File: src/rtl/fft_butterfly_sequencer_if.sv
// Butterfly issue bus: operand addresses, twiddle index and stage tag with a valid/ready handshake.
interface fft_butterfly_sequencer_if #(
    parameter int unsigned N_LOG2 = 3
);
    logic                        issue_valid;
    logic                        issue_ready;
    logic [N_LOG2-1:0]           addr_a;
    logic [N_LOG2-1:0]           addr_b;
    logic [N_LOG2-2:0]           tw_idx;
    logic [$clog2(N_LOG2)-1:0]   stage_idx;
    logic                        last_bfly;

    modport master (
        output issue_valid, addr_a, addr_b, tw_idx, stage_idx, last_bfly,
        input  issue_ready
    );

    modport slave (
        input  issue_valid, addr_a, addr_b, tw_idx, stage_idx, last_bfly,
        output issue_ready
    );
endinterface

File: src/rtl/fft_butterfly_sequencer.sv
// Radix-2 DIT FFT butterfly sequencer: issues A/B addresses and twiddle index per stage, then waits
// PIPE_LAT cycles between stages. Optional FFT_INVERSE_EN adds inverse/tw_conj for IFFT runs.
module fft_butterfly_sequencer #(
    parameter int unsigned N_LOG2   = 3,
    parameter int unsigned PIPE_LAT = 2
) (
    input  logic clk,
    input  logic rst_n,
    input  logic start,
    output logic busy,
    output logic done,
`ifdef FFT_INVERSE_EN
    input  logic inverse,
    output logic tw_conj,
`endif
    fft_butterfly_sequencer_if.master bfly
);

    localparam int unsigned Aw = N_LOG2;
    localparam int unsigned Kw = N_LOG2 - 1;
    localparam int unsigned Sw = $clog2(N_LOG2);
    localparam logic [Kw-1:0] KLast   = {Kw{1'b1}};
    localparam logic [Sw-1:0] SLast   = Sw'(N_LOG2 - 1);
    localparam logic [3:0]    GapLast = (PIPE_LAT == 0) ? 4'd0 : 4'(PIPE_LAT - 1);

    typedef enum logic [1:0] {StIdle, StIssue, StGap, StDone} state_e;

    state_e        state_q, state_d;
    logic [Kw-1:0] k_q, k_d;
    logic [Sw-1:0] s_q, s_d;
    logic [3:0]    gap_q, gap_d;

    logic          busy_q, busy_d, done_q, done_d, valid_q, valid_d, last_q, last_d;
    logic [Aw-1:0] addr_a_q, addr_a_d, addr_b_q, addr_b_d;
    logic [Kw-1:0] tw_q, tw_d;
    logic [Sw-1:0] stage_q, stage_d;

    logic [Aw-1:0] k_ext, half, j_val, g_val, a_calc;
    logic          issuing;

    always_comb begin
        state_d = state_q;
        k_d     = k_q;
        s_d     = s_q;
        gap_d   = gap_q;
        case (state_q)
            StIdle: begin
                if (start) begin
                    state_d = StIssue;
                    k_d     = '0;
                    s_d     = '0;
                end
            end
            StIssue: begin
                if (bfly.issue_ready) begin
                    if (k_q == KLast) begin
                        k_d = '0;
                        if (PIPE_LAT != 0) begin
                            state_d = StGap;
                            gap_d   = '0;
                        end else if (s_q == SLast) begin
                            state_d = StDone;
                        end else begin
                            s_d = s_q + Sw'(1);
                        end
                    end else begin
                        k_d = k_q + Kw'(1);
                    end
                end
            end
            StGap: begin
                if (gap_q == GapLast) begin
                    gap_d = '0;
                    if (s_q == SLast) begin
                        state_d = StDone;
                    end else begin
                        state_d = StIssue;
                        s_d     = s_q + Sw'(1);
                    end
                end else begin
                    gap_d = gap_q + 4'd1;
                end
            end
            StDone: begin
                state_d = StIdle;
                s_d     = '0;
            end
            default: state_d = StIdle;
        endcase
    end

    // Outputs are computed from the next state so every port comes straight from a flop.
    always_comb begin
        k_ext    = {1'b0, k_d};
        half     = Aw'(1) << s_d;
        j_val    = k_ext & (half - Aw'(1));
        g_val    = k_ext >> s_d;
        a_calc   = ((g_val << s_d) << 1) | j_val;
        issuing  = (state_d == StIssue);
        addr_a_d = issuing ? a_calc : '0;
        addr_b_d = issuing ? (a_calc | half) : '0;
        tw_d     = issuing ? Kw'(j_val << (SLast - s_d)) : '0;
        stage_d  = s_d;
        last_d   = issuing && (k_d == KLast);
        valid_d  = issuing;
        busy_d   = (state_d != StIdle);
        done_d   = (state_d == StDone);
    end

    always_ff @(posedge clk) begin
        if (!rst_n) begin
            state_q  <= StIdle;
            k_q      <= '0;
            s_q      <= '0;
            gap_q    <= '0;
            busy_q   <= 1'b0;
            done_q   <= 1'b0;
            valid_q  <= 1'b0;
            last_q   <= 1'b0;
            addr_a_q <= '0;
            addr_b_q <= '0;
            tw_q     <= '0;
            stage_q  <= '0;
        end else begin
            state_q  <= state_d;
            k_q      <= k_d;
            s_q      <= s_d;
            gap_q    <= gap_d;
            busy_q   <= busy_d;
            done_q   <= done_d;
            valid_q  <= valid_d;
            last_q   <= last_d;
            addr_a_q <= addr_a_d;
            addr_b_q <= addr_b_d;
            tw_q     <= tw_d;
            stage_q  <= stage_d;
        end
    end

`ifdef FFT_INVERSE_EN
    logic tw_conj_q, tw_conj_d;

    always_comb begin
        tw_conj_d = tw_conj_q;
        if (state_q == StIdle && start) begin
            tw_conj_d = inverse;
        end
    end

    always_ff @(posedge clk) begin
        if (!rst_n) begin
            tw_conj_q <= 1'b0;
        end else begin
            tw_conj_q <= tw_conj_d;
        end
    end

    assign tw_conj = tw_conj_q;
`endif

    assign busy             = busy_q;
    assign done             = done_q;
    assign bfly.issue_valid = valid_q;
    assign bfly.addr_a      = addr_a_q;
    assign bfly.addr_b      = addr_b_q;
    assign bfly.tw_idx      = tw_q;
    assign bfly.stage_idx   = stage_q;
    assign bfly.last_bfly   = last_q;

endmodule

File: src/flat_wrapper.sv
// flat-port wrapper written by rule: the top's interface ports become plain ports
module fft_butterfly_sequencer_flat 
#(
    parameter int unsigned N_LOG2   = 3,
    parameter int unsigned PIPE_LAT = 2
)
  (clk, rst_n, start, busy, done, bfly_issue_valid, bfly_addr_a, bfly_addr_b, bfly_tw_idx, bfly_stage_idx, bfly_last_bfly, bfly_issue_ready);
  fft_butterfly_sequencer_if #(.N_LOG2(N_LOG2)) bfly_i ();
  input  logic clk;
  input  logic rst_n;
  input  logic start;
  output logic busy;
  output logic done;
  output wire logic [$bits(bfly_i.issue_valid)-1:0] bfly_issue_valid;
  output wire logic [$bits(bfly_i.addr_a)-1:0] bfly_addr_a;
  output wire logic [$bits(bfly_i.addr_b)-1:0] bfly_addr_b;
  output wire logic [$bits(bfly_i.tw_idx)-1:0] bfly_tw_idx;
  output wire logic [$bits(bfly_i.stage_idx)-1:0] bfly_stage_idx;
  output wire logic [$bits(bfly_i.last_bfly)-1:0] bfly_last_bfly;
  input wire logic [$bits(bfly_i.issue_ready)-1:0] bfly_issue_ready;
  assign bfly_issue_valid = bfly_i.issue_valid;
  assign bfly_addr_a = bfly_i.addr_a;
  assign bfly_addr_b = bfly_i.addr_b;
  assign bfly_tw_idx = bfly_i.tw_idx;
  assign bfly_stage_idx = bfly_i.stage_idx;
  assign bfly_last_bfly = bfly_i.last_bfly;
  assign bfly_i.issue_ready = bfly_issue_ready;
  fft_butterfly_sequencer #(.N_LOG2(N_LOG2), .PIPE_LAT(PIPE_LAT)) u_core (.clk(clk), .rst_n(rst_n), .start(start), .busy(busy), .done(done), .bfly(bfly_i));
endmodule
File: config.mk
export PLATFORM = sky130hd
export DESIGN_NAME = fft_butterfly_sequencer_flat
export DESIGN_NICKNAME = d
export VERILOG_FILES = /design/src/rtl/fft_butterfly_sequencer_if.sv /design/src/rtl/fft_butterfly_sequencer.sv /design/src/flat_wrapper.sv
export SDC_FILE = /design/constraint.sdc
export NUM_CORES = 1
export LEC_CHECK = 0
export CORE_UTILIZATION = 46
export CTS_CLUSTER_DIAMETER = 80
export CTS_CLUSTER_SIZE = 12
export DETAILED_ROUTE_END_ITERATION = 8
export PLACE_DENSITY = 0.82
export SLEW_MARGIN = 20
export SYNTH_ARGS = -nofsm -noshare
export SYNTH_HDL_FRONTEND = slang
export SYNTH_SLANG_ARGS = --single-unit
File: constraint.sdc
create_clock -name clk -period 1.8 [get_ports clk]
set_input_delay 0.27 -clock clk [delete_from_list [all_inputs] [get_ports clk]]
set_output_delay 0.27 -clock clk [all_outputs]
set_load 0.005 [all_outputs]
Word level (Yosys, flattened, before mapping). Cells that the tools add are included.

Output and inout port bits: 14. Bits in registers: 22.

Shifts and indexed selects: 4. Muxes and demuxes: 18. Add/sub/neg operators: 5. Bitwise gates (word level): 3. Reduce and logical (&&, ||, !) cells: 6. Equal/unequal tests: 11.

Operators with widths (count): $mux W2 (11); $pmux W2 S4 (2); $eq A2 B2 Y1 const B (6); $mux W4 (3); $pmux W4 S2 (1); $or A3 B3 Y3 (2); $shl A3 B2 Y2 (2); $add A2 B1 Y2 const B (2); $add A4 B1 Y4 const B (1); $eq A2 B1 Y1 const B (2); $eq A4 B1 Y1 const B (1); $pmux W2 S2 (1); $reduce_bool A2 Y1 (2); $and A2 B3 Y3 (1); $reduce_and A3 Y1 (1); $shl A1 B2 Y3 const A (1); $shr A2 B2 Y3 (1); $sub A3 B1 Y3 const B (1); $logic_not A2 Y1 (1); $ne A2 B1 Y1 const B (1); $ne A2 B2 Y1 const B (1); $reduce_and A2 Y1 (1); $sub A2 B2 Y2 const A (1); $logic_and A1 B1 Y1 (1).

Longest topological paths before layout.
Depth after elaboration: 9. Gate-level depth with buffers: 10.

Worst setup path after synthesis. OpenSTA, ideal clock, no wires.

Kind: reg2reg. From: register u_core.gap_q[1]. To: register u_core.tw_q[0] (netlist: u_core.bfly.tw_idx[0]). Buffers on the path: 0. Cell stages (with the launch flop): 9. Data required time: 1.684 ns. Library setup time: 0.116 ns. Setup slack: -0.053 ns. Data arrival time: 1.737 ns. Cell sequence: dfxtp_1 -> inv_1 -> ha_1 -> nor3b_4 -> and3_2 -> a211oi_4 -> ha_1 -> nor2_1 -> and4_1.

Longest elaborated chain between the ends: 7. Elaborated cells between the ends (all ways): 12.

RTL lines: start, declared (RTL line fft_butterfly_sequencer.sv:31) `logic [3:0] gap_q, gap_d;`; start signal, assigned (RTL line fft_butterfly_sequencer.sv:128) `gap_q <= gap_d;`; $eq A4 B1 Y1 (*) (RTL line fft_butterfly_sequencer.sv:72) `if (gap_q == GapLast) begin`; $mux W2 (RTL line fft_butterfly_sequencer.sv:72); $pmux W2 S4 (RTL line fft_butterfly_sequencer.sv:46) `case (state_q)`; $shl A1 B2 Y3 (RTL line fft_butterfly_sequencer.sv:95) `half = Aw'(1) << s_d;`; $sub A3 B1 Y3 (RTL line fft_butterfly_sequencer.sv:96) `j_val = k_ext & (half - Aw'(1));`; $and A2 B3 Y3 (RTL line fft_butterfly_sequencer.sv:96); $shl A3 B2 Y2 (RTL line fft_butterfly_sequencer.sv:102) `tw_d = issuing ? Kw'(j_val << (SLast - s_d)) : '0;`; end signal, assigned (RTL line fft_butterfly_sequencer.sv:135) `tw_q <= tw_d;`; end, declared (RTL line fft_butterfly_sequencer.sv:35) `logic [Kw-1:0] tw_q, tw_d;`.

Every way passes the cells marked *; elsewhere a longest branch is shown, timed or not. A chain may end at the register's enable or synchronous reset.

Worst setup path after layout.
From: register u_core.gap_q[1]. To: register u_core.addr_b_q[1] (netlist: u_core.bfly.addr_b[1]).

Longest elaborated chain between the ends: 8. Elaborated cells between the ends (all ways): 14.

RTL lines: $eq A4 B1 Y1 (*) (RTL line fft_butterfly_sequencer.sv:72); $mux W2 (*) (RTL line fft_butterfly_sequencer.sv:72); $pmux W2 S4 (*) (RTL line fft_butterfly_sequencer.sv:46); net u_core.s_d[0] (RTL line fft_butterfly_sequencer.sv:30) `logic [Sw-1:0] s_q, s_d;`; $shl A1 B2 Y3 (RTL line fft_butterfly_sequencer.sv:95); $sub A3 B1 Y3 (RTL line fft_butterfly_sequencer.sv:96); $and A2 B3 Y3 (RTL line fft_butterfly_sequencer.sv:96); $or A3 B3 Y3 (RTL line fft_butterfly_sequencer.sv:98) `a_calc = ((g_val << s_d) << 1) | j_val;`; $or A3 B3 Y3 (*) (RTL line fft_butterfly_sequencer.sv:101) `addr_b_d = issuing ? (a_calc | half) : '0;`; end signal, assigned (RTL line fft_butterfly_sequencer.sv:134) `addr_b_q <= addr_b_d;`; end, declared (RTL line fft_butterfly_sequencer.sv:34) `logic [Aw-1:0] addr_a_q, addr_a_d, addr_b_q, addr_b_d;`.

The timed path passes the listed nets; every way through them passes the cells marked *.

==> impl_results.md <==
- Status: finished, violations left
- Failing checks: negative setup slack
- Power, Total: 0.848 mW
- First-pass GRT wire length: 3.52 mm
- WP data required: 2.00 ns
- Setup CP Type: flop to flop
- Worst skew pair latency: 0.31 ns
- Hold crit path type: flop to flop
- Share of layout cells above drive strength 1: 0.385
- Distinct cells, synth: 35
- Total gr overflow: 0
- Residual DRC count: 0
- Register area share after synthesis: 0.423
- DR WL met2: 1.17 mm
- Antenna diodes: 0
- Worst-margin pin slew: 0.384 ns
- GRT Resource Usage Total: 0.189
- Met1 WL: 1.03 mm
- # IOs: 18
- Ys async rst share: 0
- Synthesized area: 1040 sq um
- CTS buffer count: 3
- RSZ-0062 raised after global routing: yes
- Fillers: 157
- Reg area: 444 sq um
- Post-Syn Area per Cell: 9.83 sq um
- Die H: 49.6 um
- Final Hold Viols: 0
- CP max FO: 5
- Top layer in use: met4
- Max Cap Violations: 0
- CP startpoint kind: flop
- Vias in the first global route: 818
- Final Max Slew Viols: 0
- CTS root buf: clkbuf_4
- Yosys warns: 0
- Crit path time final: 1.85 ns
- Final #Nets: 160
- Critical Path Start: u_core.gap_q[1]$_SDFFE_PN0P_
- Post-Syn Instances: 106
- Maximum root-to-sink buffer count: 2
- Worst R2R Setup Slack: -0.05 ns
- Placement Rows: 16
- Post-detailed-routing wire length: 2.30 mm
- Multi-input gate area: 608 sq um
- TritonCTS clock tree: done
- Initial antenna violation count: 0
- Via density: 5.11
- WL met3: 62 um
- Final setup fails: 3
- Worst EP arrival: 2.06 ns
- Initial Util: 0.510
- Vias: 894
- Worst vdd ir: 0.441 mV
- Port-buffer cells: 17
- Mapped Nets: 117
- Pin count of the biggest net entering global routing: 13
- FF-to-FF path depth: 9
- Routability cong.: 0.782
- Final WS setup: -0.0546 ns
- Area delta synth->final: 44.5%
- CP Capture Type: flop
- Reg2reg start: u_core.gap_q[1]$_SDFFE_PN0P_
- Clock sinks: 22
- Core Footprint: 2040 sq um
- Clock transition at path regs: 0.11 ns
- Final Core Density: 0.738
- Slew margin rel.: 0.742
- Fin Hold WS: 0.548 ns
- H-tree levels: 1
- Dominant synthesized flop cell: dfxtp_1
- Die width: 49.6 um
- Antenna-violating nets left: 0
- DR WL/cell: 13.1 um
- Drt initial violations: 24
- Pleak: 0.606 nW
- Worst R2R End: u_core.bfly.addr_b[1]$_SDFF_PN0_
- Pwr dens: 563 nW/um^2
- Final period util: 1.03
- DP HPWL: 1.52 mm
- Clock skew: 0.00345 ns
- First-pass iteration count of the detailed router: 4
- Fmax: 539 MHz
- Post-synth EDFFs: 0
- Setup crit end: u_core.bfly.addr_b[1]$_SDFF_PN0_
- Register bit total from synthesis: 22
- Die area: 2460 sq um
synth_stat cells (2+ instances only):
| master | n | area share |
|---|---|---|
| nor2b_1 | 2 | 0.012 |
| nor2_1 | 15 | 0.054 |
| nor3_1 | 3 | 0.014 |
| nand3b_1 | 2 | 0.014 |
| o21ai_0 | 4 | 0.019 |
| a211oi_4 | 2 | 0.038 |
| and3_2 | 2 | 0.014 |
| nand3_1 | 2 | 0.0096 |
| ha_1 | 7 | 0.084 |
| inv_4 | 2 | 0.012 |
| dfxtp_1 | 22 | 0.42 |
| nand2_1 | 5 | 0.018 |
| a21oi_1 | 9 | 0.043 |
| inv_1 | 7 | 0.025 |
| nor2b_4 | 2 | 0.026 |
registers in the layout (all words and copies together), names as in the netlist:
| signal | count |
|---|---|
| u_core.bfly.issue_valid | 1 |
| u_core.done | 1 |
| u_core.bfly.addr_b | 3 |
| u_core.state_q | 2 |
| u_core.gap_q | 4 |
| u_core.bfly.addr_a | 3 |
| u_core.bfly.stage_idx | 2 |
| u_core.bfly.last_bfly | 1 |
| u_core.bfly.tw_idx | 2 |
| u_core.busy | 1 |
| u_core.k_q | 2 |
cell families after synthesis:
kind of cell,Yosys count,synth area share
simple gates,44,0.264
compound gates,22,0.181
flops,22,0.423
buf+inv,11,0.0480
fa+ha+maj,7,0.0840
per-stage QoR:
| step | setup slack (ns) | TNS, ns | instances | cell area, sq um |
|---|---|---|---|---|
| after global placement | -0.111 | -0.361 | 165 | 1370 |
| after floorplan | 0.0253 | 0 | 106 | 1060 |
| after detailed placement | -0.177 | -0.565 | 165 | 1370 |
| final | -0.0546 | -0.124 | 175 | 1510 |
| after global routing | -0.164 | -0.601 | 175 | 1510 |
| after CTS | -0.0111 | -0.0127 | 173 | 1450 |
placed cells by master, fill, tap and decap left out, types with 2 or more instances in the layout:
master,n
buf_4,21
a21oi_2,4
inv_1,5
nor2b_1,2
nand2_4,2
nand3b_1,2
nor3_1,3
ha_1,4
nor2_1,14
o21ai_0,4
a21oi_1,5
nor2b_4,2
dfxtp_2,3
clkbuf_4,3
inv_2,2
nand2_1,4
nand3_1,2
a211oi_4,2
ha_4,2
clkdlybuf4s50_1,17
dfxtp_1,19
worst max-delay path, stage by stage, from the launching register on:
cell and delay (ns):
dfxtp_2 0.34, inv_2 0.06, ha_4 0.11, nor3b_4 0.28
nor2b_4 0.10, a211oi_4 0.40, inv_1 0.09, ha_2 0.20
a21oi_2 0.09, a21oi_1 0.08
cell type report:
cell class,instances,share of cell area
multi-input combinational,73,0.404
inverter,10,0.0299
clock buffer,4,0.0241
tap,27,0.0224
sequential,22,0.295
timing repair buffer,39,0.225
worst min-delay path by stage:
stage / startpoint / cells past startpoint / end
floorplan: rst_n / 1 / u_core.k_q[1]$_SDFF_PN0_
global placement: u_core.gap_q[3]$_SDFFE_PN0P_ / 2 / u_core.gap_q[3]$_SDFFE_PN0P_
detailed placement: u_core.gap_q[3]$_SDFFE_PN0P_ / 2 / u_core.gap_q[3]$_SDFFE_PN0P_
CTS: u_core.gap_q[3]$_SDFFE_PN0P_ / 2 / u_core.gap_q[3]$_SDFFE_PN0P_
global route: u_core.gap_q[3]$_SDFFE_PN0P_ / 2 / u_core.gap_q[3]$_SDFFE_PN0P_
finish: u_core.gap_q[3]$_SDFFE_PN0P_ / 2 / u_core.gap_q[3]$_SDFFE_PN0P_
power breakdown:
part / switching (mW) / internal (mW)
logic: 0.0363 / 0.0402
registers: 0.00584 / 0.497
clock network: 0.145 / 0.124
metal layers:
metal  up-vias  track usage
met5         -            0
met4         0       0.0857
met3         4       0.0401
met2        13        0.309
met1       430        0.237
li1        447            -
repair_timing:
action	in CTS	in global routing
endpoints found under the setup margin	4	9
hold buffers	0	0
gates resized for setup	2	15
pin swaps	2	10
setup buffers	4	4
No activity file was read; power rests on OpenSTA's default activity.
